`config.mk`:
```
export PLATFORM = sky130hd
export DESIGN_NAME = clac_core_flat
export DESIGN_NICKNAME = d
export VERILOG_FILES = /design/src/rtl/clac_pkg.sv /design/src/rtl/clac_if.sv /design/src/rtl/clac_iter_unit.sv /design/src/rtl/clac_core.sv /design/src/flat_wrapper.sv
export SDC_FILE = /design/constraint.sdc
export NUM_CORES = 1
export LEC_CHECK = 0
export BUFFER_PORTS_ARGS = -buffer_cell sky130_fd_sc_hd__buf_2
export CAP_MARGIN = 20
export CORE_MARGIN = 2
export CORE_UTILIZATION = 50
export DETAILED_ROUTE_END_ITERATION = 10
export PLACE_DENSITY_LB_ADDON = 0.12
export SETUP_SLACK_MARGIN = 0.3
export SLEW_MARGIN = 5
export SYNTH_ARGS = -nofsm -noshare
export SYNTH_HDL_FRONTEND = slang
export SYNTH_SLANG_ARGS = --single-unit
```
`constraint.sdc`:
```
create_clock -name hclk -period 9 [get_ports hclk]
set_clock_uncertainty 0.05 [all_clocks]
set_input_delay 0 -clock hclk [delete_from_list [all_inputs] [get_ports hclk]]
set_output_delay 0 -clock hclk [all_outputs]
set_load 0.03 [all_outputs]
```
`src/rtl/clac_pkg.sv`:
```
// Shared encodings and cycle constants for the calculator core.
// Ports: none (package only).
// Imported by clac_if, clac_iter_unit and clac_core.
package clac_pkg;

    typedef enum logic [1:0] {
        MODE_ADD = 2'b00,
        MODE_SUB = 2'b01,
        MODE_MUL = 2'b10,
        MODE_DIV = 2'b11
    } mode_e;

    typedef enum logic [1:0] {
        ST_IDLE = 2'd0,
        ST_CALC = 2'd1,
        ST_DONE = 2'd2
    } state_e;

    localparam int CYC_ADDSUB = 1;
    localparam int CYC_MULDIV = 16;
    localparam int CNT_W      = 4;

    // Counter load value: number of CALC cycles minus one.
    function automatic logic [CNT_W-1:0] cyc_last(input mode_e m);
        if (m == MODE_MUL || m == MODE_DIV) begin
            return CNT_W'(CYC_MULDIV - 1);
        end
        return CNT_W'(CYC_ADDSUB - 1);
    endfunction

endpackage

```
`src/rtl/clac_if.sv`:
```
// Register-slave side bundle of the calculator core.
// master: drives ctrl/clac_mode/opcode_a/opcode_b, reads result/busy/done.
// slave : the core; consumes the request, returns result/busy/done.
interface clac_if;
    logic        ctrl;
    logic [1:0]  clac_mode;
    logic [15:0] opcode_a;
    logic [15:0] opcode_b;
    logic [31:0] result;
    logic        busy;
    logic        done;

    modport master (
        output ctrl, clac_mode, opcode_a, opcode_b,
        input  result, busy, done
    );

    modport slave (
        input  ctrl, clac_mode, opcode_a, opcode_b,
        output result, busy, done
    );
endinterface

```
`src/rtl/clac_iter_unit.sv`:
```
// Iterative shift-add multiplier / restoring divider, one bit per step.
// Latency: 16 steps after load; value shows the state after the current step.
// Backpressure: none; the caller decides when to load and step.
// Ports: clk, rst (sync, active-high), load, step, is_div, a, b -> value[31:0].
module clac_iter_unit (
    input  logic        clk,
    input  logic        rst,
    input  logic        load,
    input  logic        step,
    input  logic        is_div,
    input  logic [15:0] a,
    input  logic [15:0] b,
    output logic [31:0] value
);
    // hi/lo form one 32-bit working register:
    //   mul: hi = partial product, lo = remaining multiplier bits
    //   div: hi = partial remainder, lo = dividend bits shifting into quotient
    logic [15:0] hi_q, hi_d;
    logic [15:0] lo_q, lo_d;
    logic [15:0] opnd_q, opnd_d;   // multiplicand (mul) or divisor (div)
    logic        div_q, div_d;

    logic [15:0] hi_nxt, lo_nxt;
    logic [16:0] sum;
    logic [16:0] rem_sh;
    logic [15:0] rem_sub;
    logic        qbit;

    // One iteration of whichever algorithm was latched at load.
    always_comb begin
        sum     = {1'b0, hi_q} + {1'b0, (lo_q[0] ? opnd_q : 16'd0)};
        rem_sh  = {hi_q, lo_q[15]};
        qbit    = (rem_sh >= {1'b0, opnd_q});
        // When qbit is set the difference is below 2^16, so 16 bits suffice.
        rem_sub = rem_sh[15:0] - opnd_q;
        hi_nxt  = 16'd0;
        lo_nxt  = 16'd0;
        if (div_q) begin
            // A zero divisor always subtracts, giving all-ones quotient and
            // leaving the dividend as the remainder.
            hi_nxt = qbit ? rem_sub : rem_sh[15:0];
            lo_nxt = {lo_q[14:0], qbit};
        end else begin
            hi_nxt = sum[16:1];
            lo_nxt = {sum[0], lo_q[15:1]};
        end
    end

    always_comb begin
        hi_d   = hi_q;
        lo_d   = lo_q;
        opnd_d = opnd_q;
        div_d  = div_q;
        if (load) begin
            hi_d   = 16'd0;
            lo_d   = is_div ? a : b;
            opnd_d = is_div ? b : a;
            div_d  = is_div;
        end else if (step) begin
            hi_d = hi_nxt;
            lo_d = lo_nxt;
        end
    end

    always_ff @(posedge clk) begin
        if (rst) begin
            hi_q   <= 16'd0;
            lo_q   <= 16'd0;
            opnd_q <= 16'd0;
            div_q  <= 1'b0;
        end else begin
            hi_q   <= hi_d;
            lo_q   <= lo_d;
            opnd_q <= opnd_d;
            div_q  <= div_d;
        end
    end

    assign value = {hi_nxt, lo_nxt};

endmodule

```
`src/rtl/clac_core.sv`:
```
// Edge-triggered add/sub/mul/div engine with a registered result.
// Latency: 1 cycle add/sub, 16 cycles mul/div, from start edge to done.
// Backpressure: starts during CALC are dropped; a start in DONE chains.
// Ports: hclk, hreset (sync, active-high), bus (clac_if.slave):
//   ctrl, clac_mode, opcode_a, opcode_b in; result, busy, done out.
module clac_core
    import clac_pkg::*;
(
    input  logic  hclk,
    input  logic  hreset,
    clac_if.slave bus
);
    state_e             state_q, state_d;
    logic               ctrl_q, ctrl_d;     // previous-cycle ctrl for edge detect
    logic [CNT_W-1:0]   cnt_q, cnt_d;
    logic [15:0]        a_q, a_d;
    logic [15:0]        b_q, b_d;
    mode_e              mode_q, mode_d;
    logic [31:0]        result_q, result_d;

    logic               start;
    logic               iter_load;
    logic               iter_step;
    logic [31:0]        iter_value;
    logic [31:0]        addsub_value;
    mode_e              req_mode;

    assign req_mode = mode_e'(bus.clac_mode);
    // Held-high ctrl is one start: only the 0->1 transition counts.
    assign start    = bus.ctrl & ~ctrl_q;

    always_comb begin
        if (mode_q == MODE_SUB) begin
            addsub_value = {16'd0, a_q} - {16'd0, b_q};
        end else begin
            addsub_value = {16'd0, a_q} + {16'd0, b_q};
        end
    end

    clac_iter_unit u_iter (
        .clk    (hclk),
        .rst    (hreset),
        .load   (iter_load),
        .step   (iter_step),
        .is_div (req_mode == MODE_DIV),
        .a      (bus.opcode_a),
        .b      (bus.opcode_b),
        .value  (iter_value)
    );

    always_comb begin
        state_d   = state_q;
        ctrl_d    = bus.ctrl;
        cnt_d     = cnt_q;
        a_d       = a_q;
        b_d       = b_q;
        mode_d    = mode_q;
        result_d  = result_q;
        iter_load = 1'b0;
        iter_step = 1'b0;

        case (state_q)
            ST_IDLE, ST_DONE: begin
                if (start) begin
                    a_d       = bus.opcode_a;
                    b_d       = bus.opcode_b;
                    mode_d    = req_mode;
                    cnt_d     = cyc_last(req_mode);
                    iter_load = 1'b1;
                    state_d   = ST_CALC;
                end else if (state_q == ST_DONE) begin
                    state_d = ST_IDLE;
                end
            end
            ST_CALC: begin
                // The iter unit steps every CALC cycle; for add/sub its
                // output is simply not used.
                iter_step = 1'b1;
                if (cnt_q == '0) begin
                    state_d = ST_DONE;
                    if (mode_q == MODE_MUL || mode_q == MODE_DIV) begin
                        result_d = iter_value;
                    end else begin
                        result_d = addsub_value;
                    end
                end else begin
                    cnt_d = cnt_q - 1'b1;
                end
            end
            default: begin
                state_d = ST_IDLE;
            end
        endcase
    end

    always_ff @(posedge hclk) begin
        if (hreset) begin
            state_q  <= ST_IDLE;
            ctrl_q   <= 1'b0;
            cnt_q    <= '0;
            a_q      <= 16'd0;
            b_q      <= 16'd0;
            mode_q   <= MODE_ADD;
            result_q <= 32'd0;
        end else begin
            state_q  <= state_d;
            ctrl_q   <= ctrl_d;
            cnt_q    <= cnt_d;
            a_q      <= a_d;
            b_q      <= b_d;
            mode_q   <= mode_d;
            result_q <= result_d;
        end
    end

    // busy/done decode straight from the state flop, so they are registered.
    assign bus.busy   = (state_q == ST_CALC);
    assign bus.done   = (state_q == ST_DONE);
    assign bus.result = result_q;

endmodule

```
`src/flat_wrapper.sv`:
```
// flat-port wrapper written by rule: the top's interface ports become plain ports
module clac_core_flat import clac_pkg::*;
  (hclk, hreset, bus_ctrl, bus_clac_mode, bus_opcode_a, bus_opcode_b, bus_result, bus_busy, bus_done);
  clac_if bus_i ();
  input  logic hclk;
  input  logic hreset;
  input wire logic [$bits(bus_i.ctrl)-1:0] bus_ctrl;
  input wire logic [$bits(bus_i.clac_mode)-1:0] bus_clac_mode;
  input wire logic [$bits(bus_i.opcode_a)-1:0] bus_opcode_a;
  input wire logic [$bits(bus_i.opcode_b)-1:0] bus_opcode_b;
  output wire logic [$bits(bus_i.result)-1:0] bus_result;
  output wire logic [$bits(bus_i.busy)-1:0] bus_busy;
  output wire logic [$bits(bus_i.done)-1:0] bus_done;
  assign bus_i.ctrl = bus_ctrl;
  assign bus_i.clac_mode = bus_clac_mode;
  assign bus_i.opcode_a = bus_opcode_a;
  assign bus_i.opcode_b = bus_opcode_b;
  assign bus_result = bus_i.result;
  assign bus_busy = bus_i.busy;
  assign bus_done = bus_i.done;
  clac_core u_core (.hclk(hclk), .hreset(hreset), .bus(bus_i));
endmodule
```
# Word-level counts from Yosys, hierarchy flattened

Index checks and enable logic that the tools add are counted.

Output and inout port bits: 34
Flip-flop bits (word level): 122
Word-level logic and storage cells: 67
Input port bits: 37

Equality and inequality tests: 11
$add $sub $neg: 5
Reduce and logical (&&, ||, !) cells: 12
Multiplexer cells: 25
Order comparisons: 1
Bitwise logic cells: 2

Operator list:

| kind                | number |
|---|---|
| $mux 16             | 8 |
| $mux 32             | 2 |
| $add 16x16->17      | 2 |
| $ge 17x16->1        | 1 |
| $sub 16x16->17      | 1 |
| $mux 4              | 4 |
| $sub 16x16->16      | 1 |
| $eq 2x2->1 const B  | 5 |
| $pmux 4 s2          | 1 |
| $mux 1              | 6 |
| $mux 2              | 3 |
| $reduce_and 2->1    | 3 |
| $eq 2x1->1 const B  | 2 |
| $logic_not 4->1     | 1 |
| $ne 2x1->1 const B  | 2 |
| $pmux 2 s2          | 1 |
| $reduce_bool 2->1   | 2 |
| $reduce_or 2->1     | 2 |
| $sub 4x1->4 const B | 1 |
| $ne 3x2->1 const B  | 1 |
| $reduce_and 3->1    | 1 |
| $logic_not 2->1     | 1 |
| $logic_or 1x1->1    | 2 |
| $ne 2x2->1 const B  | 1 |
| 2 further kinds     | 2 |

# Longest topological paths before layout

Word-level depth: 8
Depth in mapped cells: 13
Mapped depth without buffers: 13

# Modules after synthesis

From an unflattened synthesis, not the netlist that was laid out.

Cell total of the unflattened synthesis: 1159
Area total of the unflattened synthesis: 8834.7 µm²

Modules (own cells, without submodules):

| module         | cells an instance | sequential area each (µm²) | area an instance (µm²) | instances |
|---|---|---|---|---|
| clac_core      | 594               | 1461.4                     | 4510.6                 | 1 |
| clac_iter_unit | 565               | 980.9                      | 4324.1                 | 1 |

# Worst setup path before layout

No wires, ideal clock.

Path type: reg-to-reg
Start: reg u_core.u_iter.lo_q[0]
End: reg u_core.result_q[31], in the netlist u_core.bus.result[31]
Stages on the path, launching flop included: 13
Buffers on the path: 0
Library setup time: 141 ps
Data arrival time: 2709 ps
Clock period less this slack: 2900 ps
Slack: 6100 ps
Data required time: 8809 ps
Cells stage by stage: dfxtp_1 > and2_1 > ha_1 > fa_1 > a21oi_1 > o21ai_0 > o22a_1 > a41oi_1 > a21oi_1 > a211o_1 > a211oi_1 > a31o_1 > a2111oi_2

Cells in the longest elaborated chain, start to end: 4

Ends and longest elaborated chain:

| what                     | line                 | source |
|---|---|---|
| start: declaration       | clac_iter_unit.sv:19 | `logic [15:0] lo_q, lo_d;` |
| start signal: assignment | clac_iter_unit.sv:73 | `lo_q <= lo_d;` |
| $mux 16                  | clac_iter_unit.sv:31 | `sum = {1'b0, hi_q} + {1'b0, (lo_q[0] ? opnd_q : 16'd0)};` |
| $add 16x16->17           | clac_iter_unit.sv:31 |  |
| $mux 16                  | clac_iter_unit.sv:38 | `if (div_q) begin` |
| $mux 32                  | clac_core.sv:81      | `if (mode_q == MODE_MUL \|\| mode_q == MODE_DIV) begin` |
| end signal: assignment   | clac_core.sv:112     | `result_q <= result_d;` |
| end: declaration         | clac_core.sv:19      | `logic [31:0] result_q, result_d;` |

Every way passes these cells.
A chain may end at the register's enable or synchronous reset.

# Worst setup path after layout

Same ends and word-level chain as after synthesis.

==> metrics.txt <==
status=completed; worst-case headroom to the max-slew limit=29.7%; # rows=47; Synth Flop Type=dfxtp_1; HPWL Detailed=17.9 mm; Final Cycle Share=40.0%; slowest CP cell=dfxtp_1; busiest grt layer=met2; Placer Congestion=0.908; Critical Path RT=9.21 ns; Num CTS Buffers=17; placed inst area=8930 um2; TNS Setup=0 ns; Power Internal=1.24 mW; Root Driver=clkbuf_16; count of yosys warnings during synthesis=0; largest net degree at the start of global routing=84; max cap viols=0; area grow syn2layout=19.5%; H-tree levels=4; fin. max-slew vios=0; Die ar.=18100 um2; chip height=134 um; share of cells above drive strength 1=11.3%; Avg Inst Size Synth=7.38 um2; antenna-violating nets left=0; most frequent cells in the layout=194 x nand2_1, 126 x nor2_1, 121 x dfxtp_1; design area=10200 um2; WL final=25.6 mm; Net Count, Synth=1258; Die X=134 um; power share of the clock group=40.3%; first drt pass iteration count=5; Post-Syn Area=8500 um2; Net count, final=1342; critical path startpoint category=flip-flop; Worst-Skew Late Latency=0.42 ns; most common cell after layout, fill and taps aside=nand2_1; pre-CTS setup slack=5.42 ns; Final Hold Viols=0; initial drt markers=675; Synth Instances=1152; delay-heaviest family, CP=compound AO/OA/AOI/OAI gates; Period minus WS final=3.60 ns; Global Route met2 Usage=46.8%; Peak VDD IR=0.000178 V; Worst path most repeated cell=a21oi_1; initial core utilization=51.3%; vias per inst=5.86; PnR worst setup slack=5.40 ns; NetSw=599 uW; Reg power frac=33.9%; PwrDens=181 nW/um2; Net Sw Frac=32.6%; total grt overflow=0; Crit path largest cell delay=0.49 ns; Synth cell types=68; type of the most critical hold path=in2reg; EDFF count, synth=0; RSZ-0062 raised after global routing=false; Avg WL per Cell=17.4 um; Comb pwr share=25.8%; Post-CTS Setup Inserts=0; Post-route DRC=0; via count=8614; WP buf/inv=0; Reg clk slew, reported paths=0.06 ns; sequential fraction of the synthesis area=28.7%; CP arrival=3.81 ns; static leakage=4.28 nW; setup violators final=0; I/O pin count=71; Sink Count=122; CTS Hold Bufs=56; CORE AREA=16600 um2; worst path cell trace=and2_1 -> ha_1 -> fa_1 -> a21oi_1 -> o21ai_0 -> o22a_1 -> a41oi_1 -> a21oi_1 -> a211o_1 -> a211oi_1 -> a31o_1 -> a2111oi_2; met1 usage=38.6%; CP Class=reg2reg; Power, Total=1.83 mW; CTS tree=built; first-pass GRT wire length=41.3 mm; CP Max Fanout=18; Setup crit end kind=flip-flop; Final Util=61.2%; Bufs on Longest Clock Path=2; Post-synth ARST share=0%; number of port buffers=70; Tot GR Track Use=28.8%; cts repair resizes=0; met3 Use GR=5.18%; number of synthesized register bits=122; fmax=0.278 GHz; number of global-route vias before repair=7979; worst-margin pin slew=1.05 ns; initial antenna violation count=1
cells by family (layout without fill, tap and decap cells):
family	Yosys count	count (layout)	share of synthesized area, %
AOI/OAI and AO/OA	330	330	25.2
and+or+nand+nor	434	434	22.4
buffers and inverters	134	231	6.09
xor gates and xnor gates	34	34	3.50
muxes	29	29	3.56
DFF	122	122	28.7
other	0	1	0
adders and majority gates	69	69	10.5
through the flow:
stage | cells | hold WS (ns)
2_1_floorplan | 1152 | 0.0782
3_3_place_gp | 1380 | 0.189
3_5_place_dp | 1380 | 0.194
4_1_cts | 1468 | 0.332
5_1_grt | 1469 | 0.362
6_report | 1470 | 0.346
worst paths after layout:
path / cells past startpoint / start / slack, ns / to
setup / recovery: 12 / u_core.u_iter.lo_q[0] / 5.40 / u_core.bus.result[31]
hold / removal: 4 / bus_opcode_a[14] / 0.35 / u_core.a_q[14]
setup reg to reg: 12 / u_core.u_iter.lo_q[0] / 5.40 / u_core.bus.result[31]
hold reg to reg: 2 / u_core.bus.result[12] / 0.41 / u_core.bus.result[12]
Yosys cell counts, types with 3 or more instances:
| master | n | area share (%) |
|---|---|---|
| a211oi_1 | 26 | 2.3 |
| nand2_1 | 194 | 8.6 |
| o211ai_1 | 12 | 1.1 |
| mux2_2 | 10 | 1.3 |
| clkbuf_1 | 65 | 2.9 |
| a22oi_1 | 3 | 0.26 |
| fa_1 | 4 | 0.94 |
| nor2b_1 | 9 | 0.66 |
| nor3_1 | 23 | 1.4 |
| and2_1 | 18 | 1.3 |
| a2111oi_0 | 9 | 0.93 |
| a311oi_1 | 27 | 2.8 |
| nor4_1 | 3 | 0.22 |
| and3_1 | 4 | 0.29 |
| or4_1 | 3 | 0.26 |
| a31o_2 | 3 | 0.31 |
| o21bai_1 | 3 | 0.26 |
| or2_2 | 3 | 0.22 |
| nand4_1 | 4 | 0.29 |
| or3_1 | 4 | 0.29 |
| o21ai_0 | 60 | 3.5 |
| a211o_1 | 3 | 0.31 |
| nor3b_1 | 3 | 0.26 |
| xnor2_1 | 25 | 2.6 |
| nand3_1 | 20 | 1.2 |
| xor2_1 | 9 | 0.93 |
| dfxtp_1 | 122 | 29 |
| o311ai_0 | 5 | 0.52 |
| ha_1 | 65 | 9.6 |
| o31a_1 | 3 | 0.31 |
| a21oi_1 | 113 | 6.7 |
| mux2i_1 | 19 | 2.2 |
| o41ai_1 | 3 | 0.31 |
| a31oi_1 | 9 | 0.66 |
| a21o_1 | 9 | 0.79 |
| o21a_1 | 5 | 0.44 |
| nor2_1 | 126 | 5.6 |
| inv_1 | 62 | 2.7 |
| nand2b_1 | 12 | 0.88 |
| buf_1 | 5 | 0.22 |
| o31ai_1 | 10 | 0.88 |
sequential cells by signal, summed over array words and instances, names as in the netlist, 4 cells and up:
name,count
u_core.bus.result,32
u_core.a_q,16
u_core.b_q,16
u_core.u_iter.hi_q,16
u_core.u_iter.lo_q,16
u_core.u_iter.opnd_q,16
u_core.cnt_q,4
cell type report:
class	count	area [um2]
sequential	122	2440
inverter	62	233
fill	1535	6430
tap	220	275
clock buffer	18	439
antenna	1	2.50
multi-input combinational	896	5550
clock inverter	14	195
timing repair buffer	137	1020
power by group through the flow:
stage	clock network [mW]	logic, mW	registers [mW]
2_1_floorplan	0	0.318	0.642
3_3_place_gp	0	0.443	0.631
3_5_place_dp	0	0.444	0.632
4_1_cts	0.745	0.467	0.621
5_1_grt	0.771	0.524	0.626
6_report	0.739	0.474	0.622
tightest hold or removal path: cells and delay by family:
family	cells	cell delay, ns
buffers and inverters	2	0.67
and+or+nand+nor	1	0.05
AOI/OAI and AO/OA	1	0.05
per-layer routing:
layer  vias up  part of all wire, %
met5         -                    0
met4         0                  1.9
met3        44                  5.4
met2       303                   47
met1      4039                   46
li1       4228                    -
Power figures use the tool's default switching activity.
